[config.mk]
export PLATFORM = sky130hd
export DESIGN_NAME = pipe_shadow_tracker
export DESIGN_NICKNAME = d
export VERILOG_FILES = /design/src/rtl/pipe_shadow_tracker.sv
export SDC_FILE = /design/constraint.sdc
export NUM_CORES = 1
export LEC_CHECK = 0
export CAP_MARGIN = 20
export CORE_AREA = 2 2 368 370
export CTS_CLUSTER_SIZE = 10
export DETAILED_ROUTE_END_ITERATION = 8
export DIE_AREA = 0 0 370 372
export MAX_ROUTING_LAYER = met4
export SLEW_MARGIN = 30
export SYNTH_ARGS = -nofsm -noshare
export SYNTH_HDL_FRONTEND = slang
export SYNTH_SLANG_ARGS = --single-unit
[constraint.sdc]
create_clock -name clk -period 8.7 [get_ports clk]
set_clock_uncertainty 0.05 [all_clocks]
set_input_delay 1.74 -clock clk [delete_from_list [all_inputs] [get_ports clk]]
set_output_delay 1.74 -clock clk [all_outputs]
set_load 0.1 [all_outputs]
[src/rtl/pipe_shadow_tracker.sv]
// Shadow model of an in-order N-stage pipeline: tracks per-stage PC/insn/valid and compares it
// against the core. Optional PC-sequence check under `define PIPE_SHADOW_SEQ_CHECK_EN.
module pipe_shadow_tracker #(
  parameter int unsigned     XLEN     = 32,
  parameter int unsigned     STAGES   = 6,
  parameter logic [XLEN-1:0] PC_INIT  = 'h200,
  parameter logic [XLEN-1:0] NOP_INSN = 'h13,
  parameter int unsigned     PC_ALIGN = 4,
  parameter int unsigned     CNT_W    = 32,
  localparam int unsigned    IdxW     = (STAGES > 1) ? $clog2(STAGES) : 1
) (
  input  logic                     clk,
  input  logic                     rst_n,
  input  logic                     fetch_valid_i,
  input  logic [XLEN-1:0]          fetch_pc_i,
  input  logic [XLEN-1:0]          fetch_insn_i,
  input  logic [STAGES-1:0]        stall_i,
  input  logic [STAGES-1:0]        flush_i,
  input  logic                     check_en_i,
  input  logic [STAGES-1:0]        dut_valid_i,
  input  logic [STAGES*XLEN-1:0]   dut_pc_i,
  input  logic [STAGES*XLEN-1:0]   dut_insn_i,
  output logic [STAGES-1:0]        stage_valid_o,
  output logic [STAGES*XLEN-1:0]   stage_pc_o,
  output logic [STAGES*XLEN-1:0]   stage_insn_o,
  output logic [STAGES-1:0]        err_o,
  output logic [IdxW-1:0]          first_err_stage_o,
  output logic [CNT_W-1:0]         first_err_cycle_o,
  output logic                     retire_o,
  output logic [CNT_W-1:0]         retire_cnt_o,
  output logic                     seq_err_o
);

  localparam int unsigned Last = STAGES - 1;

  logic [STAGES-1:0] hold;
  logic [STAGES-1:0] valid_d, valid_q;
  logic [XLEN-1:0]   pc_d   [STAGES];
  logic [XLEN-1:0]   pc_q   [STAGES];
  logic [XLEN-1:0]   insn_d [STAGES];
  logic [XLEN-1:0]   insn_q [STAGES];
  logic [XLEN-1:0]   fetch_pc_aligned;

  logic [STAGES-1:0] mismatch;
  logic [STAGES-1:0] err_d, err_q;
  logic [IdxW-1:0]   first_idx;
  logic [IdxW-1:0]   first_stage_d, first_stage_q;
  logic [CNT_W-1:0]  first_cycle_d, first_cycle_q;
  logic [CNT_W-1:0]  cycle_d, cycle_q;
  logic [CNT_W-1:0]  retire_cnt_d, retire_cnt_q;
  logic              retire_d, retire_q;
  logic              retire_cond;

  // A stall anywhere downstream freezes every stage upstream of it.
  always_comb begin
    logic acc;
    acc  = 1'b0;
    hold = '0;
    for (int k = int'(STAGES) - 1; k >= 0; k--) begin
      acc     = acc | stall_i[k];
      hold[k] = acc;
    end
  end

  assign fetch_pc_aligned = fetch_pc_i & ~XLEN'(PC_ALIGN - 1);

  always_comb begin
    valid_d = valid_q;
    for (int k = 0; k < int'(STAGES); k++) begin
      pc_d[k]   = pc_q[k];
      insn_d[k] = insn_q[k];
    end

    if (flush_i[0]) begin
      valid_d[0] = 1'b0;
    end else if (!hold[0]) begin
      valid_d[0] = fetch_valid_i;
      pc_d[0]    = fetch_pc_aligned;
      insn_d[0]  = fetch_insn_i;
    end

    for (int k = 1; k < int'(STAGES); k++) begin
      if (flush_i[k]) begin
        valid_d[k] = 1'b0;
      end else if (!hold[k]) begin
        // A held upstream stage leaves a bubble behind the stall.
        valid_d[k] = valid_q[k-1] & ~hold[k-1];
        pc_d[k]    = pc_q[k-1];
        insn_d[k]  = insn_q[k-1];
      end
    end
  end

  always_comb begin
    mismatch = '0;
    for (int k = 0; k < int'(STAGES); k++) begin
      mismatch[k] = check_en_i &
                    ((dut_valid_i[k] != valid_q[k]) |
                     (dut_valid_i[k] & valid_q[k] &
                      ((dut_pc_i[k*XLEN +: XLEN] != pc_q[k]) |
                       (dut_insn_i[k*XLEN +: XLEN] != insn_q[k]))));
    end
  end

  always_comb begin
    first_idx = '0;
    for (int k = int'(STAGES) - 1; k >= 0; k--) begin
      if (mismatch[k]) first_idx = IdxW'(k);
    end
  end

  always_comb begin
    err_d         = err_q | mismatch;
    first_stage_d = first_stage_q;
    first_cycle_d = first_cycle_q;
    if ((err_q == '0) && (|mismatch)) begin
      first_stage_d = first_idx;
      first_cycle_d = cycle_q;
    end
  end

  assign retire_cond  = valid_q[Last] & ~flush_i[Last] & ~stall_i[Last];
  assign retire_d     = retire_cond;
  assign retire_cnt_d = retire_cnt_q + CNT_W'(retire_cond);
  assign cycle_d      = cycle_q + CNT_W'(1);

  always_ff @(posedge clk or negedge rst_n) begin
    if (!rst_n) begin
      valid_q       <= '0;
      for (int k = 0; k < int'(STAGES); k++) begin
        pc_q[k]   <= PC_INIT;
        insn_q[k] <= NOP_INSN;
      end
      err_q         <= '0;
      first_stage_q <= '0;
      first_cycle_q <= '0;
      cycle_q       <= '0;
      retire_q      <= 1'b0;
      retire_cnt_q  <= '0;
    end else begin
      valid_q       <= valid_d;
      for (int k = 0; k < int'(STAGES); k++) begin
        pc_q[k]   <= pc_d[k];
        insn_q[k] <= insn_d[k];
      end
      err_q         <= err_d;
      first_stage_q <= first_stage_d;
      first_cycle_q <= first_cycle_d;
      cycle_q       <= cycle_d;
      retire_q      <= retire_d;
      retire_cnt_q  <= retire_cnt_d;
    end
  end

`ifdef PIPE_SHADOW_SEQ_CHECK_EN
  logic [XLEN-1:0] last_pc_d, last_pc_q;
  logic [XLEN-1:0] last_insn_d, last_insn_q;
  logic            redirect_d, redirect_q;
  logic            seen_d, seen_q;
  logic            seq_err_d, seq_err_q;
  logic            last_is_jump;

  // Branches, JALR and JAL may legitimately break PC+4 sequencing.
  assign last_is_jump = (last_insn_q[6:2] == 5'b11000) || (last_insn_q[6:2] == 5'b11001) ||
                        (last_insn_q[6:2] == 5'b11011);

  always_comb begin
    last_pc_d   = last_pc_q;
    last_insn_d = last_insn_q;
    redirect_d  = redirect_q;
    seen_d      = seen_q;
    seq_err_d   = seq_err_q;
    if (retire_cond) begin
      if (seen_q && !redirect_q && !last_is_jump && (pc_q[Last] != last_pc_q + XLEN'(4))) begin
        seq_err_d = 1'b1;
      end
      last_pc_d   = pc_q[Last];
      last_insn_d = insn_q[Last];
      seen_d      = 1'b1;
      redirect_d  = 1'b0;
    end
    if (|flush_i) redirect_d = 1'b1;
  end

  always_ff @(posedge clk or negedge rst_n) begin
    if (!rst_n) begin
      last_pc_q   <= '0;
      last_insn_q <= '0;
      redirect_q  <= 1'b0;
      seen_q      <= 1'b0;
      seq_err_q   <= 1'b0;
    end else begin
      last_pc_q   <= last_pc_d;
      last_insn_q <= last_insn_d;
      redirect_q  <= redirect_d;
      seen_q      <= seen_d;
      seq_err_q   <= seq_err_d;
    end
  end

  assign seq_err_o = seq_err_q;
`else
  assign seq_err_o = 1'b0;
`endif

  always_comb begin
    stage_pc_o   = '0;
    stage_insn_o = '0;
    for (int k = 0; k < int'(STAGES); k++) begin
      stage_pc_o[k*XLEN +: XLEN]   = pc_q[k];
      stage_insn_o[k*XLEN +: XLEN] = insn_q[k];
    end
  end

  assign stage_valid_o     = valid_q;
  assign err_o             = err_q;
  assign first_err_stage_o = first_stage_q;
  assign first_err_cycle_o = first_cycle_q;
  assign retire_o          = retire_q;
  assign retire_cnt_o      = retire_cnt_q;

endmodule

After elaboration in Yosys (flattened, before gate mapping)
Cells that the tools add are included.

word-level totals
  register bits after elaboration = 484
  input port bits = 470

operators by class
  add/sub/neg operators = 2
  eq/ne operators = 24
  mux-type cells = 18
  bitwise operators = 55
  reduce and logical (&&, ||, !) cells = 9

operators with widths
  kind                   number
  $ne 32x32->1           12
  $add 32x1->32          1
  $add 32x1->32 const B  1
  $and 1x1->1            25
  $mux 3                 6
  $or 1x1->1             17
  $mux 1                 12
  $not 1->1              12
  $reduce_and 2->1       6
  $ne 2x2->1 const B     5
  $logic_not 6->1        1
  $ne 1x1->1             6
  $or 6x6->6             1
  $reduce_or 6->1        1
  $ne 2x1->1 const B     1
  $logic_and 1x1->1      1

Longest topological paths before layout
  word-level depth = 11
  mapped depth = 12
  gate-level depth less buffers = 11

Worst setup path after synthesis
Ideal clock, no wire load.

  kind = input to register
  start point = input flush_i[5]
  end point = register retire_cnt_q[27], in the netlist retire_cnt_o[27]
  setup time = 0.158 ns
  arrival = 4.113 ns
  data required time = 8.492 ns
  slack = 4.379 ns
  stages = 12
  path through = nor2_1 -> clkbuf_1 -> and2_1 -> ha_1 -> and3_1 -> nand2_1 -> nor2_1 -> and2_1 -> and3_1 -> and4_1 -> nand3_1 -> xnor2_1

between the ends
  word-level cells in the longest chain between the ends = 4

ends and longest elaborated chain
  item                        RTL line  source
  from (decl)                 18        input logic [STAGES-1:0] flush_i,
  $not 1->1 (no line)         -
  $and 1x1->1 (2 in series)   122       assign retire_cond = valid_q[Last] & ~flush_i[Last] & ~stall_i[Last];
  named net retire_cond       52        logic retire_cond;
  $add 32x1->32               124       assign retire_cnt_d = retire_cnt_q + CNT_W'(retire_cond);
  named net retire_cnt_d[27]  50        logic [CNT_W-1:0] retire_cnt_d, retire_cnt_q;
  to (signal assigned)        151       retire_cnt_q <= retire_cnt_d;
  to (decl)                   50

The timed path passes the listed nets, and every way through them passes these cells.
A chain may end at the register's enable or synchronous reset.

Worst setup path in the final report
  start point = input dut_insn_i[41]
  end point = register first_cycle_q[25], in the netlist first_err_cycle_o[25]

between the ends
  word-level cells in the longest chain between the ends = 7

ends and longest elaborated chain
  item                  RTL line  source
  from (decl)           22        input logic [STAGES*XLEN-1:0] dut_insn_i,
  $ne 32x32->1          101       (dut_insn_i[k*XLEN +: XLEN] != insn_q[k]))));
  $or 1x1->1            100       ((dut_pc_i[k*XLEN +: XLEN] != pc_q[k]) |
  $and 1x1->1           99        (dut_valid_i[k] & valid_q[k] &
  $or 1x1->1            98        ((dut_valid_i[k] != valid_q[k]) |
  $and 1x1->1           97        mismatch[k] = check_en_i &
  $reduce_or 6->1       116       if ((err_q == '0) && (|mismatch)) begin
  $logic_and 1x1->1     116
  to (signal assigned)  148       first_cycle_q <= first_cycle_d;
  to (decl)             48        logic [CNT_W-1:0] first_cycle_d, first_cycle_q;

Every way passes these cells.

==> summary by stage <==
Worst setup path
The worst setup path is of the in -> reg kind. For the worst setup path, the data required time is 9.16 ns. The worst flop-to-flop path endpoint is first_err_cycle_o[25]. The number of buffers and inverters on the critical path is 2. The launching element type of the critical path is an input port. The start of the worst register-to-register path is stage_pc_o[104]. At the worst endpoint, the arrival time is 5.83 ns. The most numerous cell type found on the critical path is sky130_fd_sc_hd__nand4_1. The largest driver fanout on the critical path is 33. The worst setup path is captured at a register. The highest-delay cell along the critical path is sky130_fd_sc_hd__nor4_1.

Measured in cells, the most critical reg-to-reg path has a length of 9. The family with the most delay on the worst path is simple AND/OR/NAND/NOR gates. Across all register-to-register paths, the minimum setup slack is 4.34 ns. The critical path goes through clkdlybuf4s50_1 > xnor2_1 > nand4_1 > nor4_1 > nand4_1 > o31a_1 > o21a_1 > nor3_2 > a21oi_4 > buf_4 > mux2_4. The worst stage delay on the critical path is 0.61 ns.

Routing
For this run, design rule violations remaining after detail routing come to 0. Summed over all layers, the routed wires come to 143000 um. After the first detailed-routing iteration, the DRC count stood at 1237. In this run the remaining antenna-violating nets after routing total 0. The total number of vias is 19190. For this run, the detailed router's first-pass iteration total came to 7. The detail-routed net length per standard cell is 30.98 um.

The via density per instance is 4.157.

Synth
The predominant post-synthesis flop cell is sky130_fd_sc_hd__dfrtp_1. For this run, asynchronously set or reset flops after synthesis account for 1.000. Summed over all instances, the cell type with the most area after synthesis is sky130_fd_sc_hd__dfrtp_1. The top-area cell type share of the netlist area is 0.5045. The area of the mapped netlist is 22820 um2. The synthesized design contains 484 register bits. The number of cells produced by synthesis is 1764. The sequential element share of the synthesized area is 0.5321. The distinct cell type count after synthesis is 58.

Dividing the synthesized area by the synthesized cell count gives 12.93 um2. Counting flops with a built-in enable in the synthesized netlist gives 0. During synthesis, Yosys emitted a total of 0 warnings. Yosys attributes the largest share of cell area to sky130_fd_sc_hd__dfrtp_1, sky130_fd_sc_hd__mux2_2, sky130_fd_sc_hd__xnor2_1.

Pwr
Cell internal power was estimated by the tool at 4982 uW. The share of total power dissipated in combinational logic is 0.343. The switching power is 3859 uW. Of the total power, the share spent switching nets is 0.4365.

The worst-case IR drop observed on VDD is 0.1237 mV. The power share of the sequential group is 0.338. The leakage power is 0.01538 uW. Of the total power, the clock network draws 0.319. The total power per unit cell area is 243.5 nW/um2.

Place
The post-place instance area is 33940 um2. Routability-driven placement finished with a final weighted congestion of 0.9267. In this run the tool buffered the top-level ports with 919 buffer cells. The total half-perimeter wirelength after legalization and detailed placement is 120800 um.

Global routing
The total overflow left after global routing is 0. The number of global-route vias before repair is 18830. The first global-routing pass estimated 182300 um of wire. The number of antenna violations at the first check in global routing is 61. The global router's overall resource usage is 0.2066.

The maximum number of pins on one net before global-route repair is 137.

Clock network
CTS built an H-tree with a depth of 3. The maximum count of clock buffers along a single path is 3. The clock reaches the later pin of the worst-skew pair after 0.66 ns. The number of buffers added by the clock tree synthesis step is 67. The CTS tree is done.

The tree is rooted in a sky130_fd_sc_hd__clkbuf_16. The hold-fix buffer count after cts is 0. The register clock-pin slew on the reported worst setup and hold paths is 0.05 ns. Buffers added to address setup during post-CTS repair amount to 0.

The number of gates resized after CTS was 0. The clock sink count is 484.

Floorplan
In this run the standard cell core region covers 134300 um2. Pin placement for this block handled 935 I/O pins. For this configuration, the core starts out at a cell density of 0.1699.

After floorplanning, the core was divided into 135 placement rows. From bottom edge to top edge, the die measures 372 um. The x dimension of the die is 370 um. The area of the die is 137600 um2.

STA
The maximum clock frequency is 186.1 MHz. The number of pins with negative max-slew slack in the final report is 0. For the pin with the worst max-slew slack, the measured transition is 1.094 ns. The number of hold violations in the final report is 0. Setup violations remaining at the end of the flow were counted as 0. The final-layout setup total negative slack is 0 ns. The minimum period implied by the final worst setup slack is 5.374 ns. Measured against its own limit, the worst slew margin works out to 0.2637. Setup repair after global routing left no endpoint under its margin. The final worst-path cycle share is 0.6177.

Finish
The area growth from synthesis to final layout is 59.10%. The number of nets in the final layout is 3211. The finished cells cover 36300 um2. Of the cells placed in the final design, the portion with a size suffix greater than 1 is 0.2262.

Worst hold path
In this run the most critical hold path is launched from cycle_q[31]. Along the worst hold path, the cell count comes to 1. The worst hold path terminates at cycle_q[31]. The path category of the worst min-delay check is reg -> reg.

Flow run
Across the run, the number of max-cap violations was 0.

Status
The run finished with clean final reports.
worst max path at each step:
| stage | start | slack (ns) | cells past startpoint | to |
|---|---|---|---|---|
| after floorplan | flush_i[5] | 4.38 | 12 | retire_cnt_o[27] |
| after global placement | dut_pc_i[132] | 2.59 | 11 | first_err_cycle_o[4] |
| after global routing | dut_pc_i[81] | 3.14 | 11 | first_err_cycle_o[15] |
| after CTS | dut_pc_i[132] | 3.22 | 11 | first_err_cycle_o[25] |
| final | dut_insn_i[41] | 3.33 | 11 | first_err_cycle_o[25] |
| after detailed placement | dut_pc_i[132] | 2.51 | 11 | first_err_cycle_o[25] |
kinds of logic (layout without fill, tap and decap cells):
kind of cell               after synthesis  in the layout  synth area share
xor gates and xnor gates               372            372            0.1428
muxes                                  377            377            0.1908
DFF                                    484            484            0.5321
other                                    1             63         0.0001644
AOI/OAI and AO/OA                      111            111           0.03532
and+or+nand+nor                        292            292           0.07063
adders and majority gates                9              9          0.004935
buffers and inverters                  118           1127           0.02325
power by group through the flow:
stage          clock (uW)  sequential, uW  combinational, uW
6_report             2820            2990               3040
5_1_grt              2990            3010               3120
4_1_cts              2900            3000               3060
3_5_place_dp            0            3040               3050
3_3_place_gp            0            3030               3060
2_1_floorplan           0            4290                490
area by class of cell:
class,instances,area (um2)
Fill cell,14060,97980
Sequential cell,484,12140
Multi-Input combinational cell,1174,10260
Timing Repair Buffer,946,9126
Tap cell,1781,2228
Clock buffer,102,1919
Clock inverter,20,277.8
Inverter,59,221.5
Antenna cell,50,125.1
routing by layer:
layer / wire length (um) / share of wire / global-route usage / vias up
met5: 0 / 0 / - / -
met1: 58470 / 0.41 / 0.2421 / 9915
met2: 68920 / 0.48 / 0.3332 / 852
met3: 10940 / 0.076 / 0.06558 / 171
met4: 4667 / 0.033 / 0.07067 / 0
li1: - / - / - / 8251
sequential cells by signal, indices dropped and copies added (netlist names):
signal,cells
retire_cnt_o,32
retire_o,1
cycle_q,32
stage_insn_o,192
stage_pc_o,180
first_err_cycle_o,32
err_o,6
first_err_stage_o,3
stage_valid_o,6
per-stage QoR:
stage / setup slack, ns / power (uW) / util / hold slack, ns / cells
6_report: 3.326 / 8841 / 0.2703 / 0.4194 / 4616
4_1_cts: 3.216 / 8958 / 0.2691 / 0.4207 / 4564
2_1_floorplan: 4.379 / 4778 / - / 0.3902 / 1776
3_3_place_gp: 2.586 / 6098 / 0.2546 / 0.4077 / 4442
5_1_grt: 3.139 / 9123 / 0.2703 / 0.4368 / 4613
3_5_place_dp: 2.515 / 6089 / 0.2528 / 0.4104 / 4442
Yosys cell counts (all sizes together), types with 3 or more instances:
cell / n
ha: 9
o21ai: 35
a22oi: 3
o22ai: 14
a2111oi: 9
inv: 59
o221ai: 7
a2111o: 5
and3: 19
xor2: 160
nand3: 24
nand2b: 4
dfstp: 24
nand4: 57
nor4: 49
buf: 22
nor3: 8
clkbuf: 37
xnor2: 212
and4: 6
or3: 3
o2111ai: 3
nor2b: 20
o2bb2ai: 7
dfrtp: 460
a21oi: 8
nor2: 25
and2: 4
nand2: 62
mux2: 376
a22o: 3
or2: 5
cells in the final DEF, fill, tap and decap left out, drive strengths merged, types with 4 or more instances in the layout:
master	instances
clkdlybuf4s50	834
dfrtp	460
mux2	376
xnor2	212
xor2	160
buf	112
clkbuf	102
inv	64
nand2	62
nand4	57
diode	50
nor4	49
o21ai	35
nor2	25
nand3	24
dfstp	24
nor2b	20
and3	19
o22ai	14
conb	13
ha	9
a2111oi	9
a21oi	8
nor3	8
o221ai	7
o2bb2ai	7
clkinv	7
and4	6
a2111o	5
bufinv	5
or2	5
and2	4
nand2b	4
Power figures use the tool's default switching activity.
